<file path="config.mk">
export PLATFORM = sky130hd
export DESIGN_NAME = ram_port_arbiter
export DESIGN_NICKNAME = d
export VERILOG_FILES = /design/src/rtl/ram_port_arbiter.sv
export SDC_FILE = /design/constraint.sdc
export NUM_CORES = 1
export LEC_CHECK = 0
export BUFFER_PORTS_ARGS = -buffer_cell sky130_fd_sc_hd__buf_2
export CAP_MARGIN = 15
export CORE_AREA = 2 2 113 115
export DETAILED_ROUTE_END_ITERATION = 10
export DIE_AREA = 0 0 115 117
export GPL_TIMING_DRIVEN = 0
export PLACE_DENSITY = 0.43
export SLEW_MARGIN = 20
export SYNTH_ARGS = -nofsm -noshare
export SYNTH_HDL_FRONTEND = slang
export SYNTH_SLANG_ARGS = --single-unit
</file>
<file path="constraint.sdc">
create_clock -name clk_i -period 2.9 [get_ports clk_i]
set_clock_uncertainty 0.05 [all_clocks]
set_input_delay 0.435 -clock clk_i [delete_from_list [all_inputs] [get_ports clk_i]]
set_output_delay 0.435 -clock clk_i [all_outputs]
set_load 0.005 [all_outputs]
</file>
<file path="src/rtl/ram_port_arbiter.sv">
// Round-robin arbiter sharing one RAM data port between NUM_MASTERS OBI-style requesters.
// Optional build macro RAM_ARB_RANDOM_STALL_EN adds LFSR-driven grant suppression.
module ram_port_arbiter #(
  parameter int NUM_MASTERS = 2,
  parameter int ADDR_WIDTH  = 8
) (
  input  logic                         clk_i,
  input  logic                         rst_ni,
  input  logic [NUM_MASTERS-1:0]       req_i,
  output logic [NUM_MASTERS-1:0]       gnt_o,
  input  logic [NUM_MASTERS-1:0][31:0] addr_i,
  input  logic [NUM_MASTERS-1:0]       we_i,
  input  logic [NUM_MASTERS-1:0][3:0]  be_i,
  input  logic [NUM_MASTERS-1:0][31:0] wdata_i,
  output logic [NUM_MASTERS-1:0]       rvalid_o,
  output logic [NUM_MASTERS-1:0]       err_o,
  output logic [NUM_MASTERS-1:0][31:0] rdata_o,
  output logic                         ram_en_o,
  output logic [ADDR_WIDTH-1:0]        ram_addr_o,
  output logic                         ram_we_o,
  output logic [3:0]                   ram_be_o,
  output logic [31:0]                  ram_wdata_o,
  input  logic [31:0]                  ram_rdata_i
);
  localparam int IDX_W = $clog2(NUM_MASTERS);
  localparam logic [IDX_W:0] NM = (IDX_W+1)'(NUM_MASTERS);

  logic [IDX_W-1:0]       prio_q, prio_d;
  logic [IDX_W-1:0]       owner_q, owner_d;
  logic [NUM_MASTERS-1:0] rvalid_q, rvalid_d;
  logic [NUM_MASTERS-1:0] err_q, err_d;
  logic                   rd_ok_q, rd_ok_d;

  logic                   stall_s;
  logic                   grant_s;
  logic [IDX_W-1:0]       win_s;
  logic [IDX_W:0]         cand_s;
  logic [IDX_W:0]         nxt_s;
  logic                   in_range_s;

`ifdef RAM_ARB_RANDOM_STALL_EN
  logic [15:0] lfsr_q;

  function automatic logic [15:0] lfsr_next(input logic [15:0] s);
    return {s[14:0], s[15] ^ s[13] ^ s[12] ^ s[10]};
  endfunction

  assign stall_s = (lfsr_q[1:0] == 2'b00);

  // Free-running stall generator, advances every cycle out of reset
  always_ff @(posedge clk_i or negedge rst_ni) begin
    if (!rst_ni) begin
      lfsr_q <= 16'hACE1;
    end else begin
      lfsr_q <= lfsr_next(lfsr_q);
    end
  end
`else
  assign stall_s = 1'b0;
`endif

  // Winner search starting at prio_q, wrapping around the master count
  always_comb begin
    grant_s = 1'b0;
    win_s   = '0;
    cand_s  = '0;
    for (int i = 0; i < NUM_MASTERS; i++) begin
      cand_s = {1'b0, prio_q} + (IDX_W+1)'(i);
      if (cand_s >= NM) begin
        cand_s = cand_s - NM;
      end else begin
        cand_s = cand_s;
      end
      if (!grant_s && req_i[cand_s[IDX_W-1:0]]) begin
        grant_s = 1'b1;
        win_s   = cand_s[IDX_W-1:0];
      end else begin
        grant_s = grant_s;
      end
    end
    if (stall_s || !rst_ni) begin
      grant_s = 1'b0;
    end else begin
      grant_s = grant_s;
    end
  end

  assign in_range_s = ((addr_i[win_s] >> ADDR_WIDTH) == 32'd0);

  // Grant and RAM port drive; out-of-range winners are granted but never touch the RAM
  always_comb begin
    gnt_o       = '0;
    ram_en_o    = 1'b0;
    ram_addr_o  = '0;
    ram_we_o    = 1'b0;
    ram_be_o    = 4'b0000;
    ram_wdata_o = 32'd0;
    if (grant_s) begin
      gnt_o[win_s] = 1'b1;
      if (in_range_s) begin
        ram_en_o    = 1'b1;
        ram_addr_o  = addr_i[win_s][ADDR_WIDTH-1:0];
        ram_we_o    = we_i[win_s];
        ram_be_o    = be_i[win_s];
        ram_wdata_o = wdata_i[win_s];
      end else begin
        ram_en_o = 1'b0;
      end
    end else begin
      gnt_o = '0;
    end
  end

  // Pointer advance and response capture for the current winner
  always_comb begin
    prio_d   = prio_q;
    owner_d  = owner_q;
    rvalid_d = '0;
    err_d    = '0;
    rd_ok_d  = 1'b0;
    nxt_s    = {1'b0, win_s} + (IDX_W+1)'(1);
    if (grant_s) begin
      if (nxt_s >= NM) begin
        prio_d = '0;
      end else begin
        prio_d = nxt_s[IDX_W-1:0];
      end
      owner_d         = win_s;
      rvalid_d[win_s] = 1'b1;
      err_d[win_s]    = !in_range_s;
      rd_ok_d         = in_range_s && !we_i[win_s];
    end else begin
      prio_d = prio_q;
    end
  end

  // Arbitration and response state
  always_ff @(posedge clk_i or negedge rst_ni) begin
    if (!rst_ni) begin
      prio_q   <= '0;
      owner_q  <= '0;
      rvalid_q <= '0;
      err_q    <= '0;
      rd_ok_q  <= 1'b0;
    end else begin
      prio_q   <= prio_d;
      owner_q  <= owner_d;
      rvalid_q <= rvalid_d;
      err_q    <= err_d;
      rd_ok_q  <= rd_ok_d;
    end
  end

  assign rvalid_o = rvalid_q;
  assign err_o    = err_q;

  // RAM read data is already registered in the RAM, so only the owner gate is applied here
  always_comb begin
    rdata_o = '0;
    for (int m = 0; m < NUM_MASTERS; m++) begin
      if (rd_ok_q && (owner_q == IDX_W'(m))) begin
        rdata_o[m] = ram_rdata_i;
      end else begin
        rdata_o[m] = 32'd0;
      end
    end
  end

endmodule

</file>
==> results of run 1 <==
where the power goes:
group	internal, mW	switching [mW]	leakage [nW]
logic	0.0974	0.0818	2.00
clock network	0.183	0.0514	0.0382
registers	0.107	0.00745	0.0905
cell usage in the layout (no fill, tap or decap):
master     count
a21boi_1       2
a21oi_1        3
a22o_1        27
and2_1        32
and3_1        34
and4_1         2
buf_2        293
buf_4          1
buf_6          5
clkbuf_1      18
clkbuf_16      3
dfrtp_1        7
diode_2        1
inv_1          1
nand2_1       22
nand4_1       36
nand4b_1       2
nor2_1         3
nor2b_1        1
nor4_1         8
o21ai_0        1
or2_1          1
or4_1          4
state kept, by name (all words and copies together) (netlist names):
name,cells
err_o,2
rd_ok_q,1
rvalid_o,2
prio_q,1
owner_q,1
final timing paths:
| kind | start | to | cells past startpoint |
|---|---|---|---|
| setup reg to reg | prio_q | rd_ok_q | 5 |
| max in group asynchronous | rst_ni | err_o[0] | 1 |
| hold / removal | rst_ni | owner_q | 1 |
| min in group clk_i | req_i[1] | owner_q | 3 |
| hold reg to reg | prio_q | prio_q | 1 |
| setup / recovery | addr_i[45] | ram_wdata_o[12] | 8 |
metal layers:
layer  up-vias  global-route usage, %
li1       1398                      -
met1      1259                   14.4
met2       188                   25.1
met3         4                  0.772
met4         0                   2.49
met5         -                      0
logic make-up (layout without fill, tap and decap cells):
| family | after synthesis | count (layout) | share of synthesized area (%) |
|---|---|---|---|
| AO/OA/AOI/OAI | 33 | 33 | 18.6 |
| buffers and inverters | 28 | 321 | 10.4 |
| flip-flops | 7 | 7 | 12.0 |
| other | 0 | 1 | 0 |
| AND/OR/NAND/NOR | 145 | 145 | 59.0 |
per-stage QoR:
step | power, mW | setup WS, ps | cells
finish | 0.528 | 349 | 657
global route | 0.562 | 91.5 | 657
CTS | 0.535 | 285 | 656
detailed placement | 0.296 | 283 | 652
global placement | 0.293 | 296 | 652
floorplan | 0.148 | 769 | 213
layout make-up:
type | count | area share (%)
diodes | 1 | 0.0789
plain buffers | 27 | 4.65
clock buffers | 4 | 2.48
inverters | 1 | 0.118
multi-input cells | 178 | 35.6
flip-flops and latches | 7 | 5.52
well taps | 150 | 5.91
repair buffers | 289 | 45.6
==> impl_results.md, run 1 <==
- Run status: complete, but fails checks
- Failing checks: negative hold slack
- Worst Path Buf+Inv: 4
- Root buf cell: clkbuf_16
- Clock sink count: 7
- Routed WL per cell: 14.8 um
- Final setup violation count: 0
- Max VDD drop: 0.0799 mV
- Most common cell in the synthesized netlist: nand4_1
- Syn Area/Cell: 6.84 sq um
- Hold-fix buffers at CTS: 0
- Mapped Cells: 213
- Least-Margin Pin Slew: 607 ps
- Mapped Area: 1460 sq um
- Sequential area share after synthesis: 12.0%
- Cell family with most CP delay: simple AND/OR/NAND/NOR gates
- Unrepaired setup endpoints after global routing: false
- Post-DP HPWL: 8350 um
- WHS: -2.11 ps
- Power Dens Cells: 166 nW/um^2
- Yosys reg bits: 7
- I/O Pins: 290
- Final hold vios: 4
- Filler cell count: 1,371
- Clk Latency, worst-skew pair: 230 ps
- Final period util: 88.0%
- EDFF count, synth: 0
- Max_cap viols: 0
- Post-CTS setup buffers: 0
- Pins Over Slew Limit: 0
- Reg2reg setup slack: 1240 ps
- Cell Chain, Critical Path: buf_2 -> or4_1 -> nor2_1 -> and3_1 -> buf_4 -> buf_6 -> a22o_1 -> buf_2
- Critical Path Most Common Cell: buf_2
- Leak: 2.13 nW
- Clk slew on worst S/H paths: 40 ps
- Yosys warns: 0
- CP Launch Type: input port
- Post-synthesis cell type count: 21
- Vias/cell: 4.34
- Layout cells sized above 1: 59.7%
- CTS tree: yes
- Worst EP required: 2410 ps
- Max FO, Critical Path: 10
- Register Area: 175 sq um
- Synth async-reset ratio: 100%
- First-pass GRT wire length: 13,100 um
- Pre-antenna DRT Iters: 4
- Cts repair resizes: 0
- Nets@finish: 681
- DP Area: 3090 sq um
- Post-synth top area cell: a22o_1
- DRC Markers: 0
- # rows: 41
- FMAX: 0.392 GHz
- Vias in the first global route: 2,607
- Initial drt markers: 79
- Post-route ant nets: 0
- Horiz. Die Dim: 115 um
- Die Y: 117 um
- Share of the synthesized area in the top cell type: 16.2%
- Die area: 13,500 sq um
- Top post-synthesis cells by area: a22o_1 16%, nand4_1 15%, and3_1 15%, and2_1 14%, dfrtp_1 12%
- Grt total ovfl: 0
- Uppermost layer routed: met4
- Largest net degree at the start of global routing: 12
- Met2 Routed Length: 5160 um
- Core area: 12,300 sq um
- Finished Cell Area: 3170 sq um
- Inserted Clock Buffers: 3
- Initial Util: 11.8%
- Multi-input logic area: 1130 sq um
- Worst slew margin: 59.6%
- Final WL: 9760 um
- PortBufs: 289
- GPL Wtd Cong: 0.744
- H-tree levels: 1
- P&R area growth vs syn: 118%
- Critical path class: in2out
- Commonest cells post-synth: 36 x nand4_1, 34 x and3_1, 32 x and2_1
- CP max stage cell: or4_1
- Global-route usage over all layers: 12.5%
- Met1 Routed Length: 3830 um
- Via count: 2,849
- Bufs on Longest Clock Path: 2
- CP max stage delay: 530 ps
- Final Core Density: 25.8%
- CP arrival: 2070 ps
- Dominant synthesized flop cell: dfrtp_1
- Crit. End Element: primary output
- Minimum clock period: 2550 ps
- Hold crit path type: in2async
- Initial antenna violation count: 1
- TNS Setup: 0 ps
- DR WL met3: 686 um
- Syn nets: 387
No activity file was read; power rests on OpenSTA's default activity.
==> run 2: changes to the inputs <==
--- a/config.mk
+++ b/config.mk
@@ -11,7 +11,9 @@
 export DETAILED_ROUTE_END_ITERATION = 10
 export DIE_AREA = 0 0 115 117
 export GPL_TIMING_DRIVEN = 0
+export MAX_ROUTING_LAYER = met4
 export PLACE_DENSITY = 0.43
+export SKIP_CTS_REPAIR_TIMING = 1
 export SLEW_MARGIN = 20
 export SYNTH_ARGS = -nofsm -noshare
 export SYNTH_HDL_FRONTEND = slang
==> impl_results.md, run 2 (synthesis gave the netlist of run 1 again) <==
- Final hold vios: 4
- Commonest cells after routing, fill and taps aside: 293 x buf_2, 36 x nand4_1, 34 x and3_1, 32 x and2_1, 27 x a22o_1
- First-pass GRT wire length: 13,100 um
- H-tree levels: 1
- Minimum clock period: 2560 ps
- Vias/cell: 4.32
- Crit. End Element: primary output
- Hold crit path type: in2async
- CP arrival: 2070 ps
- I/O Pins: 290
- Worst EP required: 2410 ps
- Power Dens Cells: 166 nW/um^2
- Initial antenna violation count: 1
- # rows: 41
- Clock sink count: 7
- Leak: 2.13 nW
- Max_cap viols: 0
- Core area: 12,300 sq um
- Layout cells sized above 1: 59.7%
- Inserted Clock Buffers: 3
- Final WL: 9740 um
- Routed WL per cell: 14.8 um
- Global-route usage over all layers: 12.8%
- GPL Wtd Cong: 0.753
- WHS: -1.16 ps
- Reg2reg setup slack: 1250 ps
- Via count: 2,836
- Nets@finish: 681
- Clk slew on worst S/H paths: 40 ps
- Grt total ovfl: 0
- Die area: 13,500 sq um
- Worst slew margin: 59.5%
- Commonest non-fill, non-tap cell in the layout: buf_2
- Cells on worst reg2reg path: 5
- Unrepaired setup endpoints after global routing: false
- Run status: complete, but fails checks
- DRC Markers: 0
- Initial Util: 11.8%
- PortBufs: 289
- Failing checks: negative hold slack
- Total power: 527 uW
- Critical path class: in2out
- TNS Setup: 0 ps
- Vias in the first global route: 2,605
- Final setup violation count: 0
- Bufs on Longest Clock Path: 2
- Clk Latency, worst-skew pair: 230 ps
- Largest net degree at the start of global routing: 12
- Post-DP HPWL: 8350 um
- Max VDD drop: 0.0799 mV
- P&R area growth vs syn: 118%
- CTS tree: yes
- FF-to-FF Start: prio_q
- Max FO, Critical Path: 10
- Least-Margin Pin Slew: 608 ps
- Initial drt markers: 79
- Pins Over Slew Limit: 0
- CP Launch Type: input port
- R2r endpoint: rd_ok_q
- Root buf cell: clkbuf_16
- Pre-antenna DRT Iters: 6
- Post-route ant nets: 0
- Final period util: 88.2%
- Horiz. Die Dim: 115 um
- Die Y: 117 um
- FMAX: 0.391 GHz
-- run 2: cell counts in the layout (fill, tap and decap cells not counted) --
No cell type changed its count.
-- run 2: worst max path at each step --
stage	from	endpoint	slack (ps)
after floorplan	addr_i[13]	ram_be_o[1]	770
after CTS	rst_ni	ram_addr_o[2]	280
after global routing	rst_ni	ram_wdata_o[1]	90
after detailed placement	rst_ni	ram_wdata_o[1]	280
after global placement	rst_ni	ram_addr_o[6]	300
final	addr_i[45]	ram_wdata_o[12]	340
-- run 2: power breakdown --
group | leakage [nW] | internal [mW] | switching [mW] | total, mW
sequential | 0.0905 | 0.107 | 0.00744 | 0.114
clock | 0.0382 | 0.183 | 0.0506 | 0.233
combinational | 2.00 | 0.0974 | 0.0818 | 0.179
-- run 2: critical path, cell delays in order --
cell and delay, ps:
buf_2 100, or4_1 530, nor2_1 190, and3_1 210, buf_4 190, buf_6 150, a22o_1 140, buf_2 120
-- run 2: cell type report --
type / count / area (sq um)
Antenna cell: 1 / 2.50
Buffer: 27 / 148
Clock buffer: 4 / 78.8
Fill cell: 1371 / 9140
Inverter: 1 / 3.75
Multi-Input combinational cell: 178 / 1130
Sequential cell: 7 / 175
Tap cell: 150 / 188
Timing Repair Buffer: 289 / 1450
-- run 2: layer usage --
layer,up-vias,routed length (um),track usage (%)
li1,1397,-,-
met1,1251,3840,14.4
met2,184,5160,25.1
met3,4,671,0.669
met4,0,72,2.49
met5,-,0,-
-- run 2: per-stage QoR --
| step | setup WS, ps | std cells | util (%) | instance area, sq um | hold slack, ps |
|---|---|---|---|---|---|
| floorplan | 769 | 213 | - | 1460 | 89.4 |
| global placement | 296 | 652 | 25.1 | 3090 | 244 |
| detailed placement | 283 | 652 | 25.1 | 3090 | 244 |
| CTS | 285 | 656 | 25.8 | 3170 | 0.744 |
| global route | 91.5 | 657 | 25.8 | 3170 | 7.88 |
| finish | 342 | 657 | 25.8 | 3170 | -1.16 |
